--- src/rtl/time_set_ctrl.sv ---
// time_set_ctrl: pushbutton front end for the century clock.
// Synchronises and debounces mode/inc/dec, walks the field-select FSM,
// emits registered up/down adjust pulses with auto-repeat, and generates
// the seconds tick and the blink for the field being set.
//
// state    | meaning
// ---------+------------------------------------------------
// ST_RUN   | clock running, prescaler active, adjust ignored
// ST_SEC   | setting seconds
// ST_MIN   | setting minutes
// ST_HOUR  | setting hours
// ST_DAY   | setting day
// ST_MONTH | setting month
// ST_YEAR  | setting year
module time_set_ctrl #(
    parameter int DEBOUNCE_CYC = 500000,
    parameter int REPEAT_DELAY = 25000000,
    parameter int REPEAT_RATE  = 5000000,
    parameter int TICK_DIV     = 50000000,
    parameter int BLINK_DIV    = 12500000
) (
    input  logic       clk,
    input  logic       rst,
    input  logic       btn_mode,
    input  logic       btn_inc,
    input  logic       btn_dec,
    input  logic       tick_en,
    output logic       en_s,
    output logic       up_s,
    output logic       down_s,
    output logic       up_m,
    output logic       down_m,
    output logic       up_h,
    output logic       down_h,
    output logic       up_d,
    output logic       down_d,
    output logic       up_mo,
    output logic       down_mo,
    output logic       up_y,
    output logic       down_y,
    output logic [2:0] field,
    output logic       blink
);

    localparam int RP_MAX = (REPEAT_DELAY > REPEAT_RATE) ? REPEAT_DELAY : REPEAT_RATE;
    localparam int DB_W   = $clog2(DEBOUNCE_CYC + 1);
    localparam int RP_W   = $clog2(RP_MAX + 1);
    localparam int TK_W   = $clog2(TICK_DIV + 1);
    localparam int BL_W   = $clog2(BLINK_DIV + 1);

    localparam logic [DB_W-1:0] DB_LAST  = DB_W'(DEBOUNCE_CYC - 1);
    localparam logic [RP_W-1:0] RP_FIRST = RP_W'(REPEAT_DELAY - 1);
    localparam logic [RP_W-1:0] RP_NEXT  = RP_W'(REPEAT_RATE - 1);
    localparam logic [TK_W-1:0] TK_LAST  = TK_W'(TICK_DIV - 1);
    localparam logic [BL_W-1:0] BL_LAST  = BL_W'(BLINK_DIV - 1);

    typedef enum logic [2:0] {
        ST_RUN   = 3'd0,
        ST_SEC   = 3'd1,
        ST_MIN   = 3'd2,
        ST_HOUR  = 3'd3,
        ST_DAY   = 3'd4,
        ST_MONTH = 3'd5,
        ST_YEAR  = 3'd6
    } state_t;

    // bit 0 = mode, bit 1 = inc, bit 2 = dec
    logic [2:0]      w_btn_raw;
    logic [2:0]      r_sync1, r_sync2, r_stable, r_stable_d;
    logic [DB_W-1:0] r_db_cnt [3];
    logic [2:0]      w_ev;

    state_t          r_state, w_next_state;
    logic [5:0]      w_fsel, r_up, r_down;
    logic            r_rep_act, r_rep_inc, w_rep_held, w_both;
    logic [RP_W-1:0] r_rep_cnt;

    logic [TK_W-1:0] r_tick_cnt;
    logic            r_en_s;
    logic [BL_W-1:0] r_blink_cnt;
    logic            r_blink;

    assign w_btn_raw  = {btn_dec, btn_inc, btn_mode};
    assign w_ev       = r_stable & ~r_stable_d;
    assign w_both     = r_stable[1] & r_stable[2];
    assign w_rep_held = r_rep_inc ? r_stable[1] : r_stable[2];

    // Two-flop synchronisers, debounce counters and delayed levels for edge detect.
    always_ff @(posedge clk) begin
        if (rst) begin
            r_sync1    <= '0;
            r_sync2    <= '0;
            r_stable   <= '0;
            r_stable_d <= '0;
            for (int i = 0; i < 3; i++) r_db_cnt[i] <= '0;
        end else begin
            r_sync1    <= w_btn_raw;
            r_sync2    <= r_sync1;
            r_stable_d <= r_stable;
            for (int i = 0; i < 3; i++) begin
                if (r_sync2[i] == r_stable[i]) begin
                    r_db_cnt[i] <= '0;
                end else if (r_db_cnt[i] == DB_LAST) begin
                    r_stable[i] <= r_sync2[i];
                    r_db_cnt[i] <= '0;
                end else begin
                    r_db_cnt[i] <= r_db_cnt[i] + 1'b1;
                end
            end
        end
    end

    // Next field on a mode press event; YEAR wraps back to RUN.
    always_comb begin
        w_next_state = r_state;
        if (w_ev[0]) begin
            w_next_state = (r_state == ST_YEAR) ? ST_RUN : state_t'(r_state + 3'd1);
        end
    end

    // One-hot pointer to the adjust output pair of the field being set.
    always_comb begin
        w_fsel = '0;
        case (r_state)
            ST_SEC:   w_fsel = 6'b000001;
            ST_MIN:   w_fsel = 6'b000010;
            ST_HOUR:  w_fsel = 6'b000100;
            ST_DAY:   w_fsel = 6'b001000;
            ST_MONTH: w_fsel = 6'b010000;
            ST_YEAR:  w_fsel = 6'b100000;
            default:  w_fsel = '0;
        endcase
    end

    // Field FSM with adjust pulses; a mode press or both buttons held cancels repeat.
    always_ff @(posedge clk) begin
        if (rst) begin
            r_state   <= ST_RUN;
            r_up      <= '0;
            r_down    <= '0;
            r_rep_act <= 1'b0;
            r_rep_inc <= 1'b0;
            r_rep_cnt <= '0;
        end else begin
            r_state <= w_next_state;
            r_up    <= '0;
            r_down  <= '0;
            if (w_ev[0] || r_state == ST_RUN || w_both) begin
                r_rep_act <= 1'b0;
                r_rep_cnt <= '0;
            end else if (w_ev[1] || w_ev[2]) begin
                r_rep_act <= 1'b1;
                r_rep_inc <= w_ev[1];
                r_rep_cnt <= RP_FIRST;
                if (w_ev[1]) r_up <= w_fsel;
                else         r_down <= w_fsel;
            end else if (r_rep_act) begin
                if (!w_rep_held) begin
                    r_rep_act <= 1'b0;
                    r_rep_cnt <= '0;
                end else if (r_rep_cnt == '0) begin
                    r_rep_cnt <= RP_NEXT;
                    if (r_rep_inc) r_up <= w_fsel;
                    else           r_down <= w_fsel;
                end else begin
                    r_rep_cnt <= r_rep_cnt - 1'b1;
                end
            end
        end
    end

    // Seconds prescaler: runs only while staying in RUN, cleared otherwise.
    always_ff @(posedge clk) begin
        if (rst) begin
            r_tick_cnt <= '0;
            r_en_s     <= 1'b0;
        end else begin
            r_en_s <= 1'b0;
            if (r_state != ST_RUN || w_next_state != ST_RUN) begin
                r_tick_cnt <= '0;
            end else if (tick_en) begin
                if (r_tick_cnt == TK_LAST) begin
                    r_tick_cnt <= '0;
                    r_en_s     <= 1'b1;
                end else begin
                    r_tick_cnt <= r_tick_cnt + 1'b1;
                end
            end
        end
    end

    // Blink toggles every BLINK_DIV cycles in a set state, restarting on entry from RUN.
    always_ff @(posedge clk) begin
        if (rst) begin
            r_blink_cnt <= '0;
            r_blink     <= 1'b0;
        end else if (w_next_state == ST_RUN || r_state == ST_RUN) begin
            r_blink_cnt <= '0;
            r_blink     <= 1'b0;
        end else if (r_blink_cnt == BL_LAST) begin
            r_blink_cnt <= '0;
            r_blink     <= ~r_blink;
        end else begin
            r_blink_cnt <= r_blink_cnt + 1'b1;
        end
    end

    assign en_s    = r_en_s;
    assign field   = r_state;
    assign blink   = r_blink;
    assign up_s    = r_up[0];
    assign down_s  = r_down[0];
    assign up_m    = r_up[1];
    assign down_m  = r_down[1];
    assign up_h    = r_up[2];
    assign down_h  = r_down[2];
    assign up_d    = r_up[3];
    assign down_d  = r_down[3];
    assign up_mo   = r_up[4];
    assign down_mo = r_down[4];
    assign up_y    = r_up[5];
    assign down_y  = r_down[5];

endmodule

--- config.mk ---
export PLATFORM = sky130hd
export DESIGN_NAME = time_set_ctrl
export DESIGN_NICKNAME = d
export VERILOG_FILES = /design/src/rtl/time_set_ctrl.sv
export SDC_FILE = /design/constraint.sdc
export NUM_CORES = 1
export LEC_CHECK = 0
export CAP_MARGIN = 20
export CORE_MARGIN = 2
export CORE_UTILIZATION = 45
export DETAILED_ROUTE_END_ITERATION = 7
export HOLD_SLACK_MARGIN = 0.08
export MAX_ROUTING_LAYER = met4
export PLACE_DENSITY_LB_ADDON = 0.08
export SLEW_MARGIN = 40
export SYNTH_ARGS = -nofsm -noshare
export SYNTH_HDL_FRONTEND = slang
export SYNTH_SLANG_ARGS = --single-unit
export TNS_END_PERCENT = 100
--- constraint.sdc ---
create_clock -name clk -period 6.5 [get_ports clk]
set_input_delay 0.975 -clock clk [delete_from_list [all_inputs] [get_ports clk]]
set_output_delay 0.975 -clock clk [all_outputs]
set_load 0.05 [all_outputs]
After elaboration in Yosys (flattened, before gate mapping). Memory sizes are Yosys's and may differ from the RTL's. Cells that the tools add are included.

$add $sub $neg: 7. Eq/ne operators: 14. Muxes and demuxes: 69. Bitwise gates (word level): 18. Reduce and logical (&&, ||, !) cells: 21.

Operator list (count): two-way mux 19 bit (9); two-way mux 25 bit (4); two-way mux 6 bit (12); adder 19 x 1 -> 19 bit, second input constant (3); == test 19 bit, second input constant (3); two-way mux 1 bit (40); one-hot mux 6 bit (6 select lines) (1); adder 26 x 1 -> 26 bit, second input constant (1); == test 26 bit, second input constant (1); two-way mux 26 bit (1); logical NOT 25 bit (1); subtractor 25 x 1 -> 25 bit, second input constant (1); adder 24 x 1 -> 24 bit, second input constant (1); == test 24 bit, second input constant (1); == test 3 bit, second input constant (3); bitwise OR 1 bit (9); OR reduction 3 bit (3); AND reduction 2 bit (4); == test 3 x 2 -> 1 bit, second input constant (2); logical NOT 3 bit (2); two-way mux 3 bit (2); inverter 1 bit (6); nonzero test 3 bit (2); OR reduction 2 bit (3); other kinds (8) (14).

Bits in registers: 106. Bits in writable memories: 57. Input port bits: 6. Output and inout port bits: 17. Memories kept: 1.

Memories: r_db_cnt (depth 3, width 19, rd ports 3, clocked after Yosys merged registers in 0, write ports 3, line 70) `logic [DB_W-1:0] r_db_cnt [3];`.

Depth between registers and ports, before layout. Gate-level depths: netlist (run 1).

Word-level depth: 7. Depth in mapped cells: 10. Gate-level depth less buffers: 7.

Worst setup path before layout (run 1). OpenSTA, ideal clock, no wires.

Path type: register -> register. Start: register r_state[0], in the netlist field[0]. End: register r_blink_cnt[10]. Setup time: 65 ps. Data arrival time: 2588 ps. Required time: 6435 ps. Slack: 3846 ps. Stages on the path, launching flop included: 11. Buffers on the path: 3. Path through: dfxtp_1 > clkbuf_1 > and2_1 > ha_1 > nand2_1 > nand2_1 > a311o_1 > or2_2 > clkbuf_1 > clkbuf_1 > nor2_1.

Word-level cells in the longest chain between the ends: 6. Elaborated cells on any way between the ends: 8. Those cells by class: 1 x add/sub; 1 x eq/ne; 2 x mux; 4 x reduce/logical.

RTL lines: start: declaration (line 73) `state_t r_state, w_next_state;`; start signal: assignment (line 145) `r_state <= w_next_state;`; adder 3 x 1 -> 3 bit / == test 3 bit (equally long branches) (line 117) `w_next_state = (r_state == ST_YEAR) ? ST_RUN : state_t'(r_state + 3'd1);`; two-way mux 3 bit (line 117); two-way mux 3 bit (line 116) `if (w_ev[0]) begin`; logical NOT 3 bit (line 197) `end else if (w_next_state == ST_RUN || r_state == ST_RUN) begin`; logical OR 1 bit * (line 197); OR reduction 3 bit (no line) *; end signal: assignment (line 204) `r_blink_cnt <= r_blink_cnt + 1'b1;`; end: declaration (line 80) `logic [BL_W-1:0] r_blink_cnt;`.

Mark *: on every way between the ends. The rest lies on a longest branch, timed or not. A chain may end at the register's enable or synchronous reset.

Worst setup path in the final report (run 1).
Start: register r_rep_cnt[1]. End: register r_rep_cnt[20].

Word-level cells in the longest chain between the ends: 5. Elaborated cells on any way between the ends: 6. Those cells by class: 1 x add/sub; 4 x mux; 1 x reduce/logical.

RTL lines: start: declaration (line 76) `logic [RP_W-1:0] r_rep_cnt;`; start signal: assignment (line 166) `r_rep_cnt <= r_rep_cnt - 1'b1;`; subtractor 25 x 1 -> 25 bit / logical NOT 25 bit (equally long branches) (line 166, 161); two-way mux 25 bit * (line 161) `end else if (r_rep_cnt == '0) begin`; two-way mux 25 bit * (line 158) `if (!w_rep_held) begin`; two-way mux 25 bit * (line 157) `end else if (r_rep_act) begin`; two-way mux 25 bit * (line 151) `end else if (w_ev[1] || w_ev[2]) begin`.

Mark *: on every way between the ends. The rest lies on a longest branch, timed or not. The select of a mux whose other input is x is not followed.

==> summary.md, run 1 <==
| Metric | Value |
|---|---|
| Status | complete, no violations |
| CTS Buffer Depth | 2 |
| Simple logic cell fraction of the synthesized area | 28.0% |
| Drt pass-1 iters | 5 |
| Adder-cell share of the synthesized area | 1.13% |
| XOR/XNOR share of the synthesized area | 11.7% |
| GRT overflow | 0 |
| Inst Count DP | 1,125 |
| Worst hold path type | flip-flop to flip-flop |
| CP Max Fanout | 9 |
| Yosys cell types | 55 |
| RSZ-0062 raised after global routing | false |
| Top cells by area, synth | dfxtp_1, edfxtp_1, nor2_1, xnor2_1, xor2_1 |
| Synth Flop Type | dfxtp_1 |
| Slowest CP cell | or4_1 |
| Final Cycle Share | 45.1% |
| Die width | 135 um |
| Seq. cell area | 3830 um2 |
| Ys async rst share | 0% |
| Post-synth top area share | 27.3% |
| Setup TNS | 0 ns |
| Nets | 932 |
| Clock sink count | 163 |
| RR Startpoint | r_rep_cnt[1] |
| Syn Inst Count | 852 |
| Slew headroom | 51.4% |
| Mux contribution to synthesized area | 0.659% |
| Worst-Skew Late Latency | 0.43 ns |
| Worst hold start | r_sync1[2] |
| DP Area | 8390 um2 |
| # rows | 48 |
| Largest family of logic cells by synthesized area | simple AND/OR/NAND/NOR gates |
| Initial Util | 45.4% |
| Footprint of the multi-input gates | 3960 um2 |
| Worst Skew | 0.00704 ns |
| Largest net degree at the start of global routing | 26 |
| Number of flops mapped to enable cells by yosys | 57 |
| Delay-heaviest family, CP | simple AND/OR/NAND/NOR gates |
| DRC | 0 |
| Cell taking the most area after synthesis | dfxtp_1 |
| Vias in the first global route | 5,674 |
| Most frequent cells after synthesis | nor2_1, dfxtp_1, nand2_1, xnor2_1, edfxtp_1 |
| LEAKAGE | 3.04 nW |
| Setup crit start | r_rep_cnt[1] |
| Peak supply drop | 0.181 mV |
| # Post-CTS Setup Buffers | 0 |
| Post-Layout Cell Count | 1,156 |
| Wirelength, routed | 15.6 mm |
| Final setup vio count | 0 |
| PortBufs | 22 |
| Compound-cell area share of the yosys netlist | 6.51% |
| Slew Limit Fails | 0 |
| Post-CTS Hold Fix Bufs | 0 |
| ANT cells | 0 |
| Clock root buffer master | clkbuf_16 |
| Tmin final | 2.93 ns |
| Die Y | 135 um |
| IO Count | 23 |
| Critical path buffer and inverter count | 1 |
| Syn avg cell area | 9.13 um2 |
| First-pass GRT wire length | 26.5 mm |
| Finished Cell Area | 8980 um2 |
| Clock transition at path regs | 0.06 ns |
| Startpoint types | flip-flop |
| WL per Instance | 13.5 um |
| Post-DP HPWL | 10.7 mm |
| Via count | 6,041 |
| Critical path class | flip-flop to flip-flop |
| Starting DRT DRC Count | 318 |
| Crit-path max cell delay | 0.72 ns |
| CTS tree | yes |
| Post-synthesis sequential area ratio | 49.3% |
| Critical path required time | 6.82 ns |
| TritonCTS Buffers | 17 |
| Routability cong. | 0.857 |
| Max-cap violations | 0 |
| P per Cell Area | 237 nW/um2 |
| Vias per cell | 5.23 |
| Mapped cell area | 7780 um2 |
| DRT antenna net count | 0 |
| Layout cells sized above 1 | 4.83% |
| Final core occ | 52.5% |
| Crit. End Element | flip-flop |
| Worst slew pin tran | 0.724 ns |
| Final total power | 2.13 mW |
| Ys Warns | 0 |
| Top-count cell post-synth | nor2_1 |
| Fin. Hold Viols | 0 |
| Area Overhead vs Synth | 15.5% |
| Die ar. | 18,400 um2 |
| GRT Util Overall | 18.7% |
| Initial antenna violation count | 0 |
| CP cell instances | inv_1 -> ha_1 -> or3b_2 -> or4_1 -> o21ai_0 -> nor3_1 -> o31a_1 |
| Crit path DAT | 3.25 ns |
| Filler cell count | 1,586 |
| Seq cells post-synth | 163 |
| Fmax | 341 MHz |
| Core ar. | 17,100 um2 |
| H-tree depth | 4 |
| Resized cells post-CTS | 0 |
[worst paths after layout]
check                       end  slack [ns]  cells after the start
setup / recovery  r_rep_cnt[20]        3.57                      7
hold / removal       r_sync2[2]        0.44                      1
setup reg to reg  r_rep_cnt[20]        3.57                      7
hold reg to reg      r_sync2[2]        0.44                      1
[cell type report]
cell class / instances / area share [%]
well taps: 225 / 3.13
inverters: 22 / 0.919
flip-flops and latches: 163 / 42.7
repair buffers: 25 / 2.70
multi-input cells: 690 / 44.1
clock buffers: 23 / 5.70
clock inverters: 8 / 0.794
[stage by stage]
stage          setup WS (ns)  hold slack (ns)
4_1_cts                 3.54            0.444
3_5_place_dp            3.35            0.429
5_1_grt                 3.45            0.479
3_3_place_gp            3.30            0.440
6_report                3.57            0.439
2_1_floorplan           3.85            0.414
[report_power, final]
group / internal [mW] / total, mW / switching [mW]
combinational: 0.0187 / 0.0430 / 0.0244
sequential: 1.07 / 1.09 / 0.0187
clock: 0.591 / 0.993 / 0.402
total: 1.68 / 2.13 / 0.445
[flip-flops by register name, summed over array words and instances (netlist names), 6 cells and up]
signal and cells:
r_down 6, r_blink_cnt 24, r_up 6, r_db_cnt 57, r_tick_cnt 26, r_rep_cnt 25
[cells in the final DEF, fill, tap and decap left out, drive strengths merged, types with 3 or more instances in the layout]
master | netlist | routed
nand3 | 40 | 40
nor4 | 30 | 30
or3 | 11 | 11
buf | 6 | 3
and2 | 6 | 6
mux2i | 4 | 4
a31oi | 9 | 9
ha | 7 | 7
clkdlybuf4s50 | 0 | 22
nand2 | 64 | 64
nor3 | 31 | 31
clkinv | 0 | 5
edfxtp | 57 | 57
o21ai | 19 | 19
nor2b | 10 | 10
inv | 22 | 24
and3 | 12 | 12
nor2 | 160 | 160
dfxtp | 106 | 106
xor2 | 41 | 41
nor3b | 4 | 4
a21oi | 31 | 31
nand2b | 5 | 5
nor4b | 5 | 5
or4 | 9 | 9
nand4 | 24 | 24
conb | 1 | 57
and4 | 14 | 14
xnor2 | 63 | 63
a21o | 3 | 3
clkbuf | 27 | 23
[routing by layer]
metal	track usage (%)	share of wire [%]
met5	-	0
met4	7.75	1.7
met3	4.12	3.2
met2	30.7	49
met1	22.4	46
[cell families (layout without fill, tap and decap cells)]
logic type,count (synthesis),after routing
mux,5,5
buf+inv,55,78
other cells,1,57
flops,163,163
fa+ha+maj,7,7
simple gates,435,435
compound gates,82,82
xor+xnor,104,104
No activity file was read; power rests on OpenSTA's default activity.
==> run 2, diff against run 1 <==
==> constraint.sdc (replaced) <==
create_clock -name clk -period 2.4 [get_ports clk]
set_input_delay 0.36 -clock clk [delete_from_list [all_inputs] [get_ports clk]]
set_output_delay 0.36 -clock clk [all_outputs]
set_load 0.05 [all_outputs]
==> run 2 against run 1 <==
Register-to-register slack got worse by 3.5 ns; via count increased by 2.3%; final cell count increased by 2.8%; global-route usage increased by 0.60 points; critical endpoint is now r_up[5]; clock power increased to 2.8 times the previous value; largest power group unchanged; flip-flop and latch count unchanged; first-iteration DRC count decreased by 6.3%; combinational power increased to 3.0 times the previous value; cell area increased by 3.8%; power increased to 2.8 times the previous value; maximum frequency increased by 26%; critical path depth decreased by 2.
==> summary.md, run 2 (same netlist as run 1, synthesis figures left out) <==
| Metric | Value |
|---|---|
| Crit path DAT | 2.67 ns (-0.58 ns) |
| Fmax | 428 MHz (+26%) |
| WHS | 0.438 ns (-0.00135 ns) |
| Setup TNS | 0 ns (unchanged) |
| Starting DRT DRC Count | 298 (-6.3%) |
| P per Cell Area | 628 nW/um2 (+170%) |
| Post-Layout Cell Count | 1,188 (+2.8%) |
| ANT cells | 0 (unchanged) |
| Inst Count DP | 1,154 (+2.6%) |
| TritonCTS Buffers | 17 (unchanged) |
| Worst-Skew Late Latency | 0.42 ns (about the same) |
| Pre-CTS setup slack | -0.000423 ns (-3.35 ns) |
| Critical path class | flip-flop to flip-flop |
| PnR worst setup slack | 0.0654 ns (-3.50 ns) |
| # rows | 48 (unchanged) |
| Die Y | 135 um (unchanged) |
| Final setup vio count | 0 (unchanged) |
| WL per Instance | 13.8 um (+2.2%) |
| Clock root buffer master | clkbuf_16 |
| Critical path required time | 2.73 ns (-4.09 ns) |
| Wirelength, routed | 16.4 mm (+5.1%) |
| Worst hold path depth | 1 (unchanged) |
| Status | complete, no violations |
| Vias per cell | 5.20 (-0.42%) |
| H-tree depth | 4 (unchanged) |
| Biggest regs | r_db_cnt x57, r_tick_cnt x26, r_rep_cnt x25 |
| First-pass GRT wire length | 27.8 mm (+4.5%) |
| Initial antenna violation count | 0 (unchanged) |
| Crit. End Element | flip-flop |
| Via count | 6,182 (+2.3%) |
| IO Count | 23 (unchanged) |
| Switching part of the total | 22.3% (+1.3 points) |
| Clock sink count | 163 (unchanged) |
| CTS tree | yes |
| Internal Power | 4.55 mW (+170%) |
| Reg with most FFs | r_db_cnt |
| Total net switching power | 1.30 mW (+190%) |
| Layout cells sized above 1 | 9.24% (+4.4 points) |
| Area Overhead vs Synth | 19.8% |
| Sequential share of power | 50.5% (-0.8 points) |
| DRC | 0 (unchanged) |
| Commonest cells after routing, fill and taps aside | nor2_1, dfxtp_1, xnor2_1, nand2_1 |
| Worst slew pin tran | 0.569 ns (-0.155 ns) |
| Slew Limit Fails | 0 (unchanged) |
| Max-cap violations | 0 (unchanged) |
| Die ar. | 18,400 um2 (unchanged) |
| GRT overflow | 0 (unchanged) |
| Filler cell count | 1,588 (+0.13%) |
| Worst reg-to-reg path cell count | 5 (-2) |
| PortBufs | 22 (unchanged) |
| Worst Skew | 0.00823 ns (+0.00119 ns) |
| Nets | 963 (+3.3%) |
| RSZ-0062 raised after global routing | true |
| Max reg flops | 57 (unchanged) |
| Tmin final | 2.33 ns (-0.600 ns) |
| CP Max Fanout | 7 (-2) |
| Largest net degree at the start of global routing | 26 (unchanged) |
| Comb power frac | 2.2% (+0.2 points) |
| Clock power share | 47.3% (+0.6 points) |
| Die width | 135 um (unchanged) |
| Most common cell after layout, fill and taps aside | nor2_1 |
| Peak supply drop | 0.616 mV (+240%) |
| Worst hold path type | flip-flop to flip-flop |
| DRT antenna net count | 0 (unchanged) |
| GRT Util Overall | 19.3% (+0.60 points) |
| Startpoint types | flip-flop |
| Clock transition at path regs | 0.06 ns (about the same) |
| Core ar. | 17,100 um2 (unchanged) |
| CTS Buffer Depth | 2 (unchanged) |
| Fin. Hold Viols | 0 (unchanged) |
| Drt pass-1 iters | 6 (+1) |
| Post-DP HPWL | 11.6 mm (+8.4%) |
| LEAKAGE | 3.21 nW (+5.5%) |
| Vias in the first global route | 5,918 (+4.3%) |
| Slew headroom | 61.7% (+10 points) |
| Final Cycle Share | 97.3% (+52 points) |
| Routability cong. | 0.898 (+4.8%) |
| Initial Util | 45.4% (unchanged) |
## run 2: changes by cell type in the layout (fill, tap and decap cells not counted), moves of 3 or more
cell | before | now
clkinv_2 | 4 | 1
inv_6 | 0 | 8
dfxtp_1 | 106 | 101
buf_4 | 3 | 32
dfxtp_2 | 0 | 5
## run 2: final timing paths
kind | start | slack [ns] | end
hold / removal | r_sync1[0] | 0.44 | r_sync2[0]
setup / recovery | r_rep_cnt[4] | 0.07 | r_up[5]
setup reg to reg | r_rep_cnt[4] | 0.07 | r_up[5]
hold reg to reg | r_sync1[0] | 0.44 | r_sync2[0]
## run 2: final cells by class
type                       count  area, um2  area share (%)
multi-input combinational    690       4010            43.0
sequential                   163       3840            41.2
timing repair buffer          56        500            5.37
clock buffer                  19        475            5.10
tap                          225        282            3.02
clock inverter                13        131            1.41
inverter                      22       82.6           0.886
## run 2: worst max-delay path: stages, from the launching register on
cell	delay, ns
dfxtp_2	0.35
or4_1	0.55
or4_4	0.61
o41ai_4	0.38
nand2_2	0.19
nor4_4	0.16
## run 2: power groups by stage
stage | logic, mW | clock network, mW | registers, mW
after global placement | 0.122 | 0 | 3.01
final | 0.129 | 2.77 | 2.96
after CTS | 0.127 | 2.85 | 2.96
after floorplan | 0.0906 | 0 | 3.00
after global routing | 0.150 | 2.95 | 2.96
after detailed placement | 0.126 | 0 | 3.02
## run 2: per-stage QoR
step,area (um2),util (%),power (mW)
finish,9320,54.5,5.85
global route,9320,54.5,6.06
CTS,9270,54.2,5.93
detailed placement,8640,50.5,3.14
global placement,8640,50.5,3.14
floorplan,8020,-,3.09
## run 2: repair_timing
action,4_1_cts,5_1_grt
pin swaps,1,2
gates resized for setup,3,8
hold buffers,0,0
hold endpoints to repair,0,0
setup endpoints to repair,2,26
setup buffers,0,2
## run 2: metal layers
layer  part of all wire (%)  global-route usage, %  routed length [um]
met4                    1.8                   7.93                 299
met2                     48                   31.1                7930
met1                     46                   23.9                7480
met5                      0                      -                   0
met3                    4.3                   3.82                 713
==> run 3, diff against run 2 <==
--- a/config.mk
+++ b/config.mk
@@ -6,8 +6,9 @@
 export NUM_CORES = 1
 export LEC_CHECK = 0
 export CAP_MARGIN = 20
-export CORE_MARGIN = 2
+export CORE_MARGIN = 5
 export CORE_UTILIZATION = 45
+export CTS_CLUSTER_SIZE = 24
 export DETAILED_ROUTE_END_ITERATION = 7
 export HOLD_SLACK_MARGIN = 0.08
 export MAX_ROUTING_LAYER = met4
==> run 3 against run 2 <==
Combinational power fell by 3%; count of clock-buffer cells in the layout rose by 2; via count rose by 0.27%; register-to-register slack barely moved; first-iteration DRC count rose by 20%; largest cell class unchanged; die area rose by 9.1%; largest power group unchanged; clock power rose by 1%; hold slack improved by 0.0026 ns.
==> summary.md, run 3 (same netlist as run 1, synthesis figures left out) <==
| Metric | Value |
|---|---|
| Worst Skew | 0.0122 ns (+0.00396 ns) |
| PortBufs | 22 (unchanged) |
| Worst hold start | r_sync1[0] |
| P per Cell Area | 631 nW/um2 (+0.46%) |
| Clock sink count | 163 (unchanged) |
| Final setup vio count | 0 (unchanged) |
| CTS tree | yes |
| Footprint of the multi-input gates | 4020 um2 (about the same) |
| Routability cong. | 0.879 (-2.2%) |
| Crit. End Element | flip-flop |
| Delay-heaviest family, CP | simple AND/OR/NAND/NOR gates |
| Post-DP HPWL | 11.3 mm (-2.0%) |
| Final total power | 5.89 mW (+0.58%) |
| GRT overflow | 0 (unchanged) |
| Slew headroom | 50.8% (-11 points) |
| Wl on met1 | 7.83 mm (+4.6%) |
| Filler cell count | 1,553 (-2.2%) |
| GRT Util Overall | 17.4% (-1.9 points) |
| # rows | 48 (unchanged) |
| Wirelength, routed | 16.4 mm (+0.16%) |
| Post-Layout Cell Count | 1,187 (-0.084%) |
| Initial antenna violation count | 0 (unchanged) |
| Startpoint types | flip-flop |
| CTS Buffer Depth | 2 (unchanged) |
| Nets | 962 (-0.10%) |
| Drt pass-1 iters | 5 (-1) |
| Commonest cells after routing, fill and taps aside | nor2_1, dfxtp_1, xnor2_1, nand2_1 |
| Critical path class | flip-flop to flip-flop |
| Layout cells sized above 1 | 8.52% (-0.72 points) |
| Flop2flop setup slack | 0.06 ns (about the same) |
| PnR worst setup slack | 0.0641 ns (-0.00129 ns) |
| Critical path required time | 2.73 ns (about the same) |
| IO Count | 23 (unchanged) |
| Biggest regs | r_db_cnt x57, r_tick_cnt x26, r_rep_cnt x25 |
| ANT cells | 0 (unchanged) |
| Final Cycle Share | 97.3% (about the same) |
| Status | complete, no violations |
| Crit path DAT | 2.67 ns (about the same) |
| DRT antenna net count | 0 (unchanged) |
| Worst-Skew Late Latency | 0.42 ns (about the same) |
| TritonCTS Buffers | 17 (unchanged) |
| Area Overhead vs Synth | 20.0% |
| CP cell instances | inv_4 -> ha_4 -> or3b_4 -> or4_4 -> o41ai_4 -> nand2_2 -> nor4_2 |
| Final core occ | 54.5% (+0.066 points) |
| WL per Instance | 13.9 um (+0.24%) |
| R2R Path End | r_up[5] |
| Worst slew pin tran | 0.730 ns (+0.161 ns) |
| DRC | 0 (unchanged) |
| Vias per cell | 5.22 (+0.36%) |
| Pre-CTS setup slack | 0.0145 ns (+0.0150 ns) |
| Die ar. | 20,000 um2 (+9.1%) |
| Max reg flops | 57 (unchanged) |
| Die Y | 141 um (+4.4%) |
| Clock transition at path regs | 0.06 ns (about the same) |
| Vias in the first global route | 5,983 (+1.1%) |
| Inst Count DP | 1,151 (-0.26%) |
| Worst hold path type | flip-flop to flip-flop |
| Initial Util | 45.4% (unchanged) |
| Slew Limit Fails | 0 (unchanged) |
| Starting DRT DRC Count | 359 (+20%) |
| Fin. Hold Viols | 0 (unchanged) |
| Most common cell after layout, fill and taps aside | nor2_1 |
| Largest net degree at the start of global routing | 26 (unchanged) |
| Highest Signal Layer | met4 |
| Core ar. | 17,100 um2 (unchanged) |
| Met3 WL post-DR | 507 um (-29%) |
| Worst hold path depth | 1 (unchanged) |
| Critical path buffer and inverter count | 1 (+1) |
| Seq. cell area | 3840 um2 (about the same) |
| H-tree depth | 4 (unchanged) |
| LEAKAGE | 3.21 nW (about the same) |
| Tmin final | 2.34 ns (+0.00129 ns) |
| Clock root buffer master | clkbuf_16 |
| Post-CTS Hold Fix Bufs | 0 (unchanged) |
| Met2 wire length | 7.90 mm (-0.26%) |
| Hold EP | r_sync2[0] |
| RSZ-0062 raised after global routing | true |
| Reg with most FFs | r_db_cnt |
| Fmax | 428 MHz (about the same) |
| Die width | 141 um (+4.4%) |
| Peak supply drop | 0.484 mV (-21%) |
| First-pass GRT wire length | 27.9 mm (+0.43%) |
| Slowest CP cell | or4_4 |
| Max-cap violations | 0 (unchanged) |
| Via count | 6,199 (+0.27%) |
| CP Max Fanout | 5 (-2) |
| Crit-path max cell delay | 0.61 ns (about the same) |
| RR Startpoint | r_rep_cnt[0] |
| Worst reg-to-reg path cell count | 7 (+2) |
-- run 3: cell types whose count changed in the layout (fill, tap and decap cells not counted), moves of 2 or more --
cell | previous run | this run
buf_4 | 32 | 29
clkinv_2 | 1 | 3
nor4_1 | 24 | 27
clkinv_1 | 0 | 4
clkbuf_1 | 0 | 2
nor4_2 | 5 | 2
inv_1 | 22 | 20
inv_6 | 8 | 0
bufinv_16 | 1 | 3
-- run 3: repair_timing --
item | CTS | global route
endpoints found under the setup margin | 2 | 12
pin swaps | 2 | 5
resized for setup | 2 | 12
cloned | 0 | 1
setup buffers | 0 | 3
-- run 3: per-layer routing --
metal,vias up,track usage (%)
met5,-,-
met3,17,3.77
li1,3141,-
met1,2944,22.0
met4,0,5.76
met2,97,27.8
-- run 3: area by class of cell --
type	instances	share of cell area [%]
Timing Repair Buffer	54	5.34
Inverter	22	0.912
Clock buffer	21	5.17
Sequential cell	163	41.2
Clock inverter	11	1.38
Multi-Input combinational cell	691	43.0
Tap cell	225	3.02
-- run 3: report_power, final --
| group | internal, mW | leakage (nW) | switching [mW] |
|---|---|---|---|
| Sequential | 2.91 | 1.45 | 0.0519 |
| Clock | 1.74 | 0.301 | 1.06 |
| Combinational | 0.0575 | 1.46 | 0.0673 |
| Total | 4.71 | 3.21 | 1.18 |
-- run 3: worst reg2reg max path: stages, from the launching register on --
cell     delay, ns
dfxtp_4       0.36
inv_4         0.06
ha_4          0.12
or3b_4        0.39
or4_4         0.61
o41ai_4       0.31
nand2_2       0.12
nor4_2        0.27
-- run 3: metrics by stage --
stage | TNS [ns] | cell area, um2 | hold slack (ns)
after floorplan | 0 | 8020 | 0.414
after global placement | 0 | 8630 | 0.419
after detailed placement | 0 | 8630 | 0.428
after CTS | 0 | 9260 | 0.449
after global routing | -0.138 | 9330 | 0.458
final | 0 | 9330 | 0.441
-- run 3: how the worst max path moves through the flow --
stage / from / endpoint / slack [ns] / depth (start not counted)
after floorplan: field[2] / r_blink_cnt[10] / 0.01 / 10
after global placement: r_rep_cnt[0] / r_up[5] / 0.10 / 7
after detailed placement: r_rep_cnt[0] / r_down[3] / 0.01 / 7
after CTS: r_rep_cnt[0] / r_down[3] / 0.02 / 7
after global routing: r_rep_cnt[0] / r_up[5] / -0.05 / 7
final: r_rep_cnt[0] / r_up[5] / 0.06 / 7
